<file path="config.mk">
export PLATFORM = sky130hd
export DESIGN_NAME = keypad_scan_debounce
export DESIGN_NICKNAME = d
export VERILOG_FILES = /design/src/rtl/keypad_pkg.sv /design/src/rtl/keypad_evt_fifo.sv /design/src/rtl/keypad_scan_debounce.sv
export SDC_FILE = /design/constraint.sdc
export NUM_CORES = 1
export LEC_CHECK = 0
export BUFFER_PORTS_ARGS = -buffer_cell sky130_fd_sc_hd__clkbuf_2
export CORE_ASPECT_RATIO = 0.7
export CORE_UTILIZATION = 55
export CTS_CLUSTER_DIAMETER = 40
export CTS_CLUSTER_SIZE = 20
export DETAILED_ROUTE_END_ITERATION = 10
export PLACE_DENSITY = 0.78
export SKIP_CTS_REPAIR_TIMING = 1
export SLEW_MARGIN = 5
export SYNTH_ARGS = -nofsm -noshare
export SYNTH_HDL_FRONTEND = slang
export SYNTH_SLANG_ARGS = --single-unit
export TNS_END_PERCENT = 100
</file>
<file path="constraint.sdc">
create_clock -name clk -period 5.5 [get_ports clk]
set_input_delay 0.55 -clock clk [delete_from_list [all_inputs] [get_ports clk]]
set_output_delay 0.55 -clock clk [all_outputs]
set_load 0.03 [all_outputs]
</file>
<file path="src/rtl/keypad_pkg.sv">
`default_nettype none
// ============================================================================
//  Module   : keypad_pkg
//  Purpose  : Shared key index constants, column codes and event type for the
//             2x2 keypad front end.
//  Revision : 1.0  initial release
// ============================================================================
package keypad_pkg;

    localparam logic [1:0] KEY_0 = 2'd0;
    localparam logic [1:0] KEY_1 = 2'd1;
    localparam logic [1:0] KEY_2 = 2'd2;
    localparam logic [1:0] KEY_3 = 2'd3;

    localparam logic [1:0] COL_A = 2'b10;
    localparam logic [1:0] COL_B = 2'b01;

    typedef struct packed {
        logic [1:0] code;
        logic       press;
    } key_evt_t;

    // row_bit = 1 selects row[1], 0 selects row[0]
    function automatic logic [1:0] map_key(input logic row_bit, input logic [1:0] col_onehot);
        logic [1:0] k;
        if (row_bit) k = (col_onehot == COL_B) ? KEY_1 : KEY_0;
        else         k = (col_onehot == COL_B) ? KEY_3 : KEY_2;
        return k;
    endfunction

endpackage
`default_nettype wire

</file>
<file path="src/rtl/keypad_evt_fifo.sv">
`default_nettype none
// ============================================================================
//  Module   : keypad_evt_fifo
//  Purpose  : Show-ahead event FIFO; drops pushes when full (no pop) and
//             raises a sticky overflow flag.
//  Revision : 1.0  initial release
// ============================================================================
module keypad_evt_fifo
    import keypad_pkg::*;
#(
    parameter int DEPTH = 4
) (
    input  logic     clk,
    input  logic     rst,
    input  logic     i_push,
    input  key_evt_t i_data,
    input  logic     i_ready,
    output logic     o_valid,
    output key_evt_t o_head,
    output logic     o_overflow
);

    localparam int                c_PTR_W = $clog2(DEPTH);
    localparam logic [c_PTR_W:0]  c_FULL  = (c_PTR_W+1)'(DEPTH);

    key_evt_t           r_mem [DEPTH];
    key_evt_t           r_last;
    logic [c_PTR_W-1:0] r_wr_ptr;
    logic [c_PTR_W-1:0] r_rd_ptr;
    logic [c_PTR_W:0]   r_count;
    logic               r_overflow;

    logic w_empty;
    logic w_full;
    logic w_pop;
    logic w_wr;

    assign w_empty = (r_count == '0);
    assign w_full  = (r_count == c_FULL);
    assign w_pop   = i_ready & ~w_empty;
    // A pop in the same cycle frees the slot, so a push into a full FIFO is kept
    assign w_wr    = i_push & (~w_full | w_pop);

    always_ff @(posedge clk) begin
        if (w_wr) r_mem[r_wr_ptr] <= i_data;
    end

    always_ff @(posedge clk or posedge rst) begin
        if (rst) begin
            r_wr_ptr   <= '0;
            r_rd_ptr   <= '0;
            r_count    <= '0;
            r_last     <= '0;
            r_overflow <= 1'b0;
        end else begin
            if (w_wr) r_wr_ptr <= r_wr_ptr + 1'b1;
            if (w_pop) begin
                r_rd_ptr <= r_rd_ptr + 1'b1;
                r_last   <= r_mem[r_rd_ptr];
            end
            if (w_wr && !w_pop)      r_count <= r_count + 1'b1;
            else if (!w_wr && w_pop) r_count <= r_count - 1'b1;
            if (i_push && !w_wr)     r_overflow <= 1'b1;
        end
    end

    assign o_valid    = ~w_empty;
    assign o_head     = w_empty ? r_last : r_mem[r_rd_ptr];
    assign o_overflow = r_overflow;

endmodule
`default_nettype wire

</file>
<file path="src/rtl/keypad_scan_debounce.sv">
`default_nettype none
// ============================================================================
//  Module   : keypad_scan_debounce
//  Purpose  : 2x2 keypad column scanner with row synchronizer, per-key
//             debounce and a press/release event queue.
//  Revision : 1.0  initial release
// ============================================================================
module keypad_scan_debounce
    import keypad_pkg::*;
#(
    parameter int SCAN_DIV       = 1200,
    parameter int DEBOUNCE_SCANS = 20,
    parameter int FIFO_DEPTH     = 4
) (
    input  logic       clk,
    input  logic       rst,
    input  logic [1:0] row,
    output logic [1:0] col,
    output logic [3:0] key_state,
    output logic       evt_valid,
    input  logic       evt_ready,
    output logic [1:0] evt_code,
    output logic       evt_press,
    output logic       evt_overflow
);

    localparam int                   c_DWELL_W    = $clog2(SCAN_DIV);
    localparam int                   c_CNT_W      = $clog2(DEBOUNCE_SCANS) + 1;
    localparam logic [c_DWELL_W-1:0] c_DWELL_LAST = c_DWELL_W'(SCAN_DIV - 1);
    localparam logic [c_DWELL_W-1:0] c_DWELL_ONE  = c_DWELL_W'(1);
    localparam logic [c_CNT_W-1:0]   c_CNT_LAST   = c_CNT_W'(DEBOUNCE_SCANS - 1);

    logic [c_DWELL_W-1:0] r_dwell;
    logic [1:0]           r_col;
    logic [1:0]           r_sync1;
    logic [1:0]           r_sync2;
    logic [1:0]           r_sample;
    logic [1:0]           r_sample_col;
    logic [3:0]           r_key_state;
    logic [c_CNT_W-1:0]   r_cnt [4];

    logic       w_upd_en;
    logic       w_upd_bit;
    logic [1:0] w_upd_key;
    logic       w_push;
    key_evt_t   w_push_evt;
    key_evt_t   w_head;

    // Scanner, synchronizer and end-of-dwell sample capture
    always_ff @(posedge clk or posedge rst) begin
        if (rst) begin
            r_dwell      <= '0;
            r_col        <= COL_A;
            r_sync1      <= '0;
            r_sync2      <= '0;
            r_sample     <= '0;
            r_sample_col <= COL_A;
        end else begin
            r_sync1 <= row;
            r_sync2 <= r_sync1;
            if (r_dwell == c_DWELL_LAST) begin
                r_dwell      <= '0;
                r_col        <= ~r_col;
                r_sample     <= r_sync2;
                r_sample_col <= r_col;
            end else begin
                r_dwell <= r_dwell + 1'b1;
            end
        end
    end

    // One key per cycle keeps FIFO writes to at most one per cycle
    always_comb begin
        w_upd_en  = 1'b0;
        w_upd_bit = 1'b0;
        w_upd_key = KEY_0;
        if (r_dwell == '0) begin
            w_upd_en  = 1'b1;
            w_upd_bit = r_sample[1];
            w_upd_key = map_key(1'b1, r_sample_col);
        end else if (r_dwell == c_DWELL_ONE) begin
            w_upd_en  = 1'b1;
            w_upd_bit = r_sample[0];
            w_upd_key = map_key(1'b0, r_sample_col);
        end
    end

    assign w_push = w_upd_en && (w_upd_bit != r_key_state[w_upd_key])
                 && (r_cnt[w_upd_key] == c_CNT_LAST);

    always_comb begin
        w_push_evt       = '0;
        w_push_evt.code  = w_upd_key;
        w_push_evt.press = w_upd_bit;
    end

    always_ff @(posedge clk or posedge rst) begin
        if (rst) begin
            r_key_state <= '0;
            for (int k = 0; k < 4; k++) r_cnt[k] <= '0;
        end else if (w_upd_en) begin
            if (w_upd_bit == r_key_state[w_upd_key]) begin
                r_cnt[w_upd_key] <= '0;
            end else if (r_cnt[w_upd_key] == c_CNT_LAST) begin
                r_key_state[w_upd_key] <= w_upd_bit;
                r_cnt[w_upd_key]       <= '0;
            end else begin
                r_cnt[w_upd_key] <= r_cnt[w_upd_key] + 1'b1;
            end
        end
    end

    keypad_evt_fifo #(
        .DEPTH (FIFO_DEPTH)
    ) u_evt_fifo (
        .clk        (clk),
        .rst        (rst),
        .i_push     (w_push),
        .i_data     (w_push_evt),
        .i_ready    (evt_ready),
        .o_valid    (evt_valid),
        .o_head     (w_head),
        .o_overflow (evt_overflow)
    );

    assign col       = r_col;
    assign key_state = r_key_state;
    assign evt_code  = w_head.code;
    assign evt_press = w_head.press;

endmodule
`default_nettype wire

</file>
==> impl_metrics.toml <==
[run_status]
run_status = "finished, violations left"
violations = "design-rule violations"

[synthesis]
synth_cell_types = 59
yosysWarnings = 0
synth_area_leaders = "dfrtp_1 (41%), edfxtp_1 (10%), mux2_2 (6.0%)"
avgSynthCellArea_um2 = 11.7
netlist.area_leader.share_pct = 40.8
syn-num-nets = 320
yosysMostFrequentCell = "dfrtp_1"
ys.flop_type = "dfrtp_1"
synth_area_mm2 = 0.00356
ys_seq_elements = 72
postSynthCellCount = 305
synth_top_cell_by_area = "dfrtp_1"
synth_common_cells = "dfrtp_1 (58), nand2_1 (39), o21ai_0 (25), mux2_2 (19)"
ys_seq_area_share_pct = 52.4
synth-edff-count = 12
async_flop_share_pct = 83.3

[routing]
routed_wl_mm = 7.07
routedWlPerCell_um = 17.4
drtIter0Drc = 165
viasPerCell = 5.90
drtPass1Iterations = 8
drc = 1
antenna_left = 0
vias = 2401

[placed_design]
port_buffers = 15
pre_cts_slack_ns = 1.01
place_congestion = 0.928
dp_hpwl_mm = 5.11

[cells_and_area]
antennaDiodeCount = 0
fillers = 519
fin_nets = 339
area_growth_pct = 8.93
drive_above_1_share_pct = 25.5

[sta]
drv_slew = 0
worst_slack_ns = 0.955
max_freq_ghz = 0.220
fin_hold_ws_ns = 0.305
maxSlewHeadroom_pct = 38.0
setup_viol = 0
period_share_pct = 82.6
rsz0062_at_grt = "false"
finalHoldViolations = 0
finalCriticalPeriod_ns = 4.54
tns_ns = 0
finClkSkew_ns = 0.00601
tightest_slew_ns = 0.926

[clocking]
h-tree-depth = 3
cts-root-buf = "clkbuf_8"
cts_sinks = 72
ctsLongestPathBuffers = 2
numCtsBuffers = 9
cts_tree = "done"
insertion_delay_ns = 0.35
path_clk_slew_ns = 0.07

[die]
ios = 16
die_w_um = 98.1
core_area_mm2 = 0.00625
die_h_um = 69.3
start_util_pct = 57.0
dieArea_mm2 = 0.00680
rows = 24

[global_routing]
grt_usage_pct = 23.7
grt_max_degree = 61
grt_antenna_before_repair = 0
grt_pass1_wl_mm = 12.3
grt_pass1_vias = 2429
grt_overflow = 0

[flow_run]
drv_cap = 0

[critical_path]
critical_path_class = "flop to flop"
critPathLaunchType = "flop"
worst_ep_arrival_time_ns = 4.82
cp_max_fo = 17
end_kind = "flop"
required_ns = 5.78

[worst_hold_path]
hold_class = "input port to flop"

[power]
power.leakage_nw = 1.76
ir_worst_vdd_mv = 0.163
power_per_cell_area_mw_per_mm2 = 248
-- report_power, final --
part | internal [mW] | switching [mW]
sequential | 0.541 | 0.000372
clock | 0.214 | 0.195
combinational | 0.00156 | 0.00900
-- cells by family (layout without fill, tap and decap cells) --
logic type                 Yosys count  after routing  share of synthesized area, %
AOI/OAI and AO/OA                   46             46                          8.51
buffers and inverters               18             42                          2.88
xor gates and xnor gates            20             20                          4.92
adders and majority gates           10             10                          3.73
muxes                               28             28                          9.78
DFF                                 72             72                          52.4
and+or+nand+nor                    111            111                          17.8
-- sequential cells by signal, summed over array words and instances, names as in the netlist --
| signal | flops |
|---|---|
| key_state | 4 |
| r_sync2 | 2 |
| u_evt_fifo.r_count | 3 |
| col | 2 |
| u_evt_fifo.r_rd_ptr | 2 |
| u_evt_fifo.o_overflow | 1 |
| u_evt_fifo.r_last | 3 |
| u_evt_fifo.r_wr_ptr | 2 |
| r_sample_col | 2 |
| r_sync1 | 2 |
| r_sample | 2 |
| u_evt_fifo.r_mem | 12 |
| r_cnt | 24 |
| r_dwell | 11 |
-- final timing paths --
path	to	cells after the start	slack, ns	start
hold / removal	r_sync1[0]$_DFF_PP0_	1	0.30	row[0]
min in group asynchronous	r_cnt[6]$_DFFE_PP0P_	3	0.38	rst
max in group asynchronous	key_state[1]$_DFFE_PP0P_	3	4.61	rst
hold reg to reg	r_sync2[0]$_DFF_PP0_	0	0.35	r_sync1[0]$_DFF_PP0_
setup / recovery	u_evt_fifo.r_count[2]$_DFFE_PP0P_	17	0.96	r_dwell[0]$_DFF_PP0_
setup reg to reg	u_evt_fifo.r_count[2]$_DFFE_PP0P_	17	0.96	r_dwell[0]$_DFF_PP0_
-- cells in the final DEF, fill, tap and decap left out, drive strengths merged, types with 2 or more instances in the layout --
master,count
and3,7
or3,2
and2,7
nor2,19
nand4,3
clkbuf,27
or2,2
mux2,21
nand3,19
clkinv,4
dfrtp,58
nor4b,4
mux4,3
a211oi,4
mux2i,4
nor3,2
a21oi,6
nor4,2
clkinvlp,2
xnor2,10
edfxtp,12
inv,8
a41oi,3
o21ai,25
nand2,40
dfstp,2
xor2,10
nor2b,2
ha,9
-- worst max-delay path, stage by stage (launching register included) --
cell and delay [ns]:
dfrtp_1 0.43, inv_1 0.06, ha_1 0.29, nor4b_4 0.40, nand3_2 0.26, clkinv_2 0.26
a41oi_1 0.07, a21boi_1 0.26, ha_1 0.28, nand3_1 0.14, nor4b_4 0.39, nor4b_4 0.49
ha_1 0.27, inv_1 0.06, fa_1 0.37, xor2_1 0.17, nor2_1 0.12, xor2_1 0.15
-- stage by stage --
stage	instances	utilization (%)	cell area, µm²	total power [mW]
after floorplan	305	-	3560	0.559
after global placement	391	58.8	3670	0.563
after detailed placement	391	58.8	3670	0.564
after CTS	407	62.0	3870	0.970
after global routing	407	62.0	3870	0.993
final	407	62.0	3870	0.961
-- layer usage --
layer / GRT usage (%) / vias to the layer above / wire (µm)
li1: - / 1113 / -
met1: 34.3 / 1188 / 3360
met5: 0 / - / 0
met2: 34.2 / 88 / 3090
met4: 7.41 / 0 / 93
met3: 7.16 / 12 / 528
-- final cells by class --
class,count,area (µm²),area share (%)
multi-input cells,215,1590,41.0
inverters,10,38.8,1.00
repair buffers,16,82.6,2.13
clock buffers,12,176,4.55
flip-flops and latches,72,1860,48.1
well taps,78,97.6,2.52
clock inverters,4,25.0,0.646
(Power assumes the default switching activity.)
